===== src/rtl/arm_cond_pkg.sv =====
// Shared types and constants for ARM conditional execution.
package arm_cond_pkg;

  typedef logic [3:0] flags_t;

  localparam int unsigned FLAG_N = 3;
  localparam int unsigned FLAG_Z = 2;
  localparam int unsigned FLAG_C = 1;
  localparam int unsigned FLAG_V = 0;

  typedef enum logic [3:0] {
    COND_EQ = 4'b0000,
    COND_NE = 4'b0001,
    COND_CS = 4'b0010,
    COND_CC = 4'b0011,
    COND_MI = 4'b0100,
    COND_PL = 4'b0101,
    COND_VS = 4'b0110,
    COND_VC = 4'b0111,
    COND_HI = 4'b1000,
    COND_LS = 4'b1001,
    COND_GE = 4'b1010,
    COND_LT = 4'b1011,
    COND_GT = 4'b1100,
    COND_LE = 4'b1101,
    COND_AL = 4'b1110,
    COND_NV = 4'b1111
  } cond_t;

endpackage


===== src/rtl/cond_check.sv =====
// Combinational condition-code check: instruction cond field against NZCV.
module cond_check
  import arm_cond_pkg::*;
(
  input  logic [3:0] cond,
  input  flags_t     flags,
  output logic       pass
);

  logic n, z, c, v;

  assign n = flags[FLAG_N];
  assign z = flags[FLAG_Z];
  assign c = flags[FLAG_C];
  assign v = flags[FLAG_V];

  // Decode the condition field into a single pass/fail bit.
  always_comb begin
    pass = 1'b0;
    case (cond_t'(cond))
      COND_EQ: pass = z;
      COND_NE: pass = ~z;
      COND_CS: pass = c;
      COND_CC: pass = ~c;
      COND_MI: pass = n;
      COND_PL: pass = ~n;
      COND_VS: pass = v;
      COND_VC: pass = ~v;
      COND_HI: pass = c & ~z;
      COND_LS: pass = ~c | z;
      COND_GE: pass = (n == v);
      COND_LT: pass = (n != v);
      COND_GT: pass = ~z & (n == v);
      COND_LE: pass = z | (n != v);
      COND_AL: pass = 1'b1;
      COND_NV: pass = 1'b0;
      default: pass = 1'b0;
    endcase
  end

endmodule


===== src/rtl/cond_unit.sv =====
// Conditional-execution unit: NZCV register, latched pass/fail and write gating.
module cond_unit
  import arm_cond_pkg::*;
(
  input  logic       clk,
  input  logic       rst_n,
  input  logic       eval,
  input  logic       flush,
  input  logic [3:0] cond,
  input  logic [3:0] alu_flags,
  input  logic [1:0] flag_w,
  input  logic       pcs,
  input  logic       reg_w,
  input  logic       mem_w,
  input  logic       no_write,
  output logic       cond_ex,
  output logic       pc_src,
  output logic       reg_write,
  output logic       mem_write,
  output flags_t     flags,
  output logic       carry
);

  flags_t flags_q;
  logic   cond_ex_q;
  logic   pass;

  // Evaluation always sees the stored flags, so a same-cycle write is invisible to it.
  cond_check u_cond_check (
    .cond  (cond),
    .flags (flags_q),
    .pass  (pass)
  );

  // Latched pass/fail: flush clears, eval loads, otherwise hold.
  always_ff @(posedge clk or negedge rst_n) begin
    if (!rst_n) begin
      cond_ex_q <= 1'b0;
    end else if (flush) begin
      cond_ex_q <= 1'b0;
    end else if (eval) begin
      cond_ex_q <= pass;
    end
  end

  // Flag register: NZ and CV halves written independently, only by a passing instruction.
  always_ff @(posedge clk or negedge rst_n) begin
    if (!rst_n) begin
      flags_q <= '0;
    end else if (!flush && cond_ex_q) begin
      if (flag_w[1]) begin
        flags_q[FLAG_N] <= alu_flags[FLAG_N];
        flags_q[FLAG_Z] <= alu_flags[FLAG_Z];
      end
      if (flag_w[0]) begin
        flags_q[FLAG_C] <= alu_flags[FLAG_C];
        flags_q[FLAG_V] <= alu_flags[FLAG_V];
      end
    end
  end

  assign cond_ex   = cond_ex_q;
  assign pc_src    = pcs & cond_ex_q;
  assign reg_write = reg_w & cond_ex_q & ~no_write;
  assign mem_write = mem_w & cond_ex_q;
  assign flags     = flags_q;
  assign carry     = flags_q[FLAG_C];

endmodule


===== config.mk =====
export PLATFORM = sky130hd
export DESIGN_NAME = cond_unit
export DESIGN_NICKNAME = d
export VERILOG_FILES = /design/src/rtl/arm_cond_pkg.sv /design/src/rtl/cond_check.sv /design/src/rtl/cond_unit.sv
export SDC_FILE = /design/constraint.sdc
export NUM_CORES = 1
export LEC_CHECK = 0
export ABC_CLOCK_PERIOD_IN_PS = 3700
export BUFFER_PORTS_ARGS = -buffer_cell sky130_fd_sc_hd__buf_2
export CORE_AREA = 2 2 39 41
export CTS_BUF_LIST = sky130_fd_sc_hd__clkbuf_8
export DETAILED_ROUTE_END_ITERATION = 8
export DIE_AREA = 0 0 41 43
export MAX_ROUTING_LAYER = met4
export REMOVE_ABC_BUFFERS = 1
export SLEW_MARGIN = 20
export SYNTH_ARGS = -nofsm -noshare
export SYNTH_HDL_FRONTEND = slang
export SYNTH_SLANG_ARGS = --single-unit
export TNS_END_PERCENT = 100

===== constraint.sdc =====
create_clock -name clk -period 3.7 [get_ports clk]
set_clock_uncertainty 0.05 [all_clocks]
set_input_delay 0.74 -clock clk [delete_from_list [all_inputs] [get_ports clk]]
set_output_delay 0.74 -clock clk [all_outputs]
set_load 0.02 [all_outputs]

Word level (Yosys, flattened, before mapping) --
Index checks and enable logic that the tools add are counted.
Word-level totals: flip-flop bits (word level) 5, logic and storage cells 42
Cells by class: reductions and logical operators 6, eq/ne operators 17, muxes and demuxes 3, bitwise logic cells 13
Operators with widths (count):
- $eq A4 B4 Y1 const B | 8
- $eq A4 B3 Y1 const B | 4
- $pmux W1 S16 | 1
- $eq A4 B2 Y1 const B | 2
- $and A1 B1 Y1 | 6
- $not A1 Y1 | 5
- $eq A4 B1 Y1 const B | 1
- $logic_not A4 Y1 | 1
- $reduce_and A2 Y1 | 2
- $mux W1 | 2
- $or A1 B1 Y1 | 2
- $reduce_bool A2 Y1 | 1
- $eq A1 B1 Y1 | 1
- $logic_and A1 B1 Y1 | 1
- $logic_not A1 Y1 | 1
- $ne A1 B1 Y1 | 1

Depth between registers and ports, before layout --
depth after elaboration 5, gate-level depth with buffers 6, gate-level depth less buffers 5

Cells and area by module --
A second synthesis with hierarchy kept.
Unflattened totals: cell total of the unflattened synthesis 41, area, all modules 384.1 um^2
Modules (own cells, without submodules):
- cond_unit | area an instance 229.0 um^2, times used 1, cells an instance 18, sequential area each 125.1 um^2
- cond_check | area an instance 155.1 um^2, times used 1, cells an instance 23, sequential area each 0.0 um^2

Worst setup path before layout --
OpenSTA, ideal clock, no wires.
path kind in2out, start input port no_write, end output port reg_write, buffers on the path 0, required time 2.910 ns, stages on the path 1, path slack 1.868 ns, data arrival time 1.042 ns, cells stage by stage and3b_1
On the way: longest elaborated chain between the ends 2
RTL lines:
- from (decl) | RTL line cond_unit.sv:15 | input logic no_write,
- $not A1 Y1 | RTL line cond_unit.sv:64 | assign reg_write = reg_w & cond_ex_q & ~no_write;
- $and A1 B1 Y1 | RTL line cond_unit.sv:64
- to (decl) | RTL line cond_unit.sv:18 | output logic reg_write,
Every way passes these cells.

Final worst setup path --
Ends and elaborated chain as after synthesis.

==> flow_summary.json <==
{
  "tns_ns": 0,
  "tritoncts": "built",
  "worst_pin_slew_ns": 0.232,
  "whs_ns": 0.279,
  "r2r_start": "flags[1]",
  "yosysUniqueCellTypes": 21,
  "die_area_um2": 1760,
  "track_usage_pct": 11.9,
  "ctsHoldBuffers": 0,
  "die_w_um": 41,
  "place_ws_ns": 1.74,
  "min_period_ns": 1.96,
  "grt_pass1_wl_um": 1370,
  "syn2layout_area_growth_pct": 47.5,
  "cp_num_cells": 3,
  "via_count": 377,
  "io_pins": 27,
  "critPathRequiredTime_ns": 2.91,
  "layout-drive-gt1-share_pct": 52.2,
  "power_frac_clock_pct": 32.8,
  "portBuffers": 26,
  "slowest_delay_ns": 0.18,
  "cts-buffers-inserted": 3,
  "yosysSeqAreaShare_pct": 33.0,
  "cts_buffer_depth": 2,
  "crit_path_start": "no_write",
  "ir_worst_vdd_v": 0.000272,
  "placeableCoreArea_um2": 1380,
  "clock_latency_ns": 0.22,
  "outcome": "completed",
  "p_leak_nw": 0.281,
  "drc": 0,
  "cp-end-kind": "output pin",
  "ant_nets": 0,
  "seq_power_share_pct": 30.3,
  "intPower_w": 0.000192,
  "htreeDepth": 1,
  "path_clk_slew_ns": 0.03,
  "grt-ovfl-total": 0,
  "critPathMaxFanout": 1,
  "antenna_found_initial": 0,
  "maxSlewViolCount": 0,
  "start_util_pct": 27.4,
  "routed_wl_um": 832,
  "reg2reg_to": "cond_ex",
  "rr_worst_depth": 5,
  "grt_pass1_vias": 343,
  "setup_viol": 0,
  "avgSynthCellArea_um2": 9.72,
  "relSlewSlack_pct": 84.3,
  "worst-path-buf-inv": 2,
  "final_nets": 86,
  "postCtsSetupBuffers": 0,
  "detail_route.wl_per_cell_um": 10.0,
  "cp-start-kind": "input pin",
  "drtIter0Drc": 3,
  "firstDrtPassIters": 4,
  "syn_area_um2": 379,
  "clock-sinks": 5,
  "rsz0062_at_grt": "false",
  "arrival_ns": 1.17,
  "hold_viol": 0,
  "crit_path_frequent_cell": "buf_2",
  "viasPerCell": 4.54,
  "grt_max_degree": 8,
  "p_sw_share_pct": 34.3,
  "syn_inst": 39,
  "hold_path_class": "input pin to async pin",
  "gp_congestion": 0.714,
  "cts_root_buffer": "clkbuf_8",
  "synth-seq-cells": 5,
  "path_delay_family": "buffers and inverters",
  "hpwl_um": 703,
  "fin_crit_sh_pct": 52.9,
  "slowest_stage": "and3b_1",
  "core.rowCount": 14,
  "worst_slack_ns": 1.74,
  "die_h_um": 43,
  "reg2reg_slack_ns": 2.36,
  "cts_resized": 0,
  "p_switching_w": 0.000100,
  "critPathKind": "input pin to output pin",
  "cp_cell_sequence": "buf_2 > and3b_1 > buf_2",
  "p_comb_share_pct": 36.9,
  "fmax_ghz": 0.511,
  "diodes": 0,
  "yosysWarnings": 0,
  "endpoint": "reg_write",
  "maxCapViolations": 0,
  "powerDensity_nw_per_um2": 522
}
-- power groups by stage --
stage	Clock, W	Combinational (W)	Sequential [W]
floorplan	0	0.0000483	0.000109
finish	0.0000957	0.000108	0.0000886
CTS	0.0000985	0.000109	0.0000891
global route	0.000103	0.000118	0.0000925
global placement	0	0.000107	0.0000891
detailed placement	0	0.000108	0.0000896
-- worst min-delay path by stage --
stage / from / end / slack [ns] / depth (start not counted)
2_1_floorplan: rst_n / cond_ex / 0.39 / 0
3_3_place_gp: rst_n / flags[1] / 0.51 / 1
3_5_place_dp: rst_n / flags[1] / 0.51 / 1
4_1_cts: rst_n / flags[1] / 0.28 / 1
5_1_grt: rst_n / flags[1] / 0.28 / 1
6_report: rst_n / flags[1] / 0.28 / 1
-- area by class of cell --
cell class	count	area, um2
fillers	138	825
multi-input cells	32	239
well taps	16	20.0
clock inverters	1	3.75
repair buffers	26	130
flip-flops and latches	5	125
clock buffers	3	41.3
-- sequential cells by signal, indices dropped and copies added (netlist names) --
register	flops
flags	4
cond_ex	1
-- kinds of logic after synthesis --
| group | synth area share [%] |
|---|---|
| DFF | 33.0 |
| AOI/OAI and AO/OA | 13.5 |
| muxes | 14.5 |
| buffers and inverters | 3.96 |
| xor gates and xnor gates | 6.93 |
| and+or+nand+nor | 28.0 |
-- stage by stage --
step | util (%) | std cells | power, W | area (um2)
floorplan | - | 37 | 0.000157 | 364
global placement | 37.2 | 79 | 0.000196 | 514
detailed placement | 37.2 | 79 | 0.000198 | 514
CTS | 40.4 | 83 | 0.000296 | 559
global route | 40.4 | 83 | 0.000313 | 559
finish | 40.4 | 83 | 0.000292 | 559
-- synthesized netlist by cell type --
cell type / instances / share of area (%)
a211oi_2: 1 / 3.3
a21oi_1: 4 / 5.3
and2_1: 2 / 3.3
and3_1: 1 / 1.7
and3b_1: 1 / 2.3
buf_4: 2 / 4.0
dfrtp_1: 5 / 33
mux2_1: 1 / 3.0
mux2_2: 3 / 8.9
mux2i_1: 1 / 2.6
nand2_1: 2 / 2.0
nand3_1: 1 / 1.3
nor2_1: 3 / 3.0
nor2b_1: 2 / 3.3
nor3b_1: 2 / 4.0
nor3b_2: 1 / 3.3
nor4b_2: 1 / 4.0
o21ai_1: 2 / 2.6
o311ai_1: 1 / 2.3
xnor2_1: 1 / 2.3
xor2_1: 2 / 4.6
-- per-layer routing --
metal / track usage (%) / share of wire, % / up-vias
met5: - / 0 / -
met4: 6.00 / 0 / 0
met3: 3.14 / 5.4 / 0
met2: 18.4 / 54 / 12
met1: 13.4 / 40 / 168
li1: - / - / 197
-- cells in the final DEF (no fill, tap or decap), drive strengths merged --
master	n
nor2	3
nand3	1
nor4b	1
mux2i	1
clkbuf	3
a211oi	1
o311ai	1
dfrtp	5
inv	1
mux2	4
nor2b	2
xnor2	1
and3	1
nand2	2
o21ai	2
xor2	2
buf	26
and3b	1
a21oi	4
and2	2
nor3b	3
-- worst reg2reg max path: cells and delay by family, from the launching register on --
kind	cells	cell delay (ns)
AO/OA/AOI/OAI	3	0.43
AND/OR/NAND/NOR	2	0.35
flip-flops	1	0.41
Note: power is estimated with default switching activity, not from simulation.
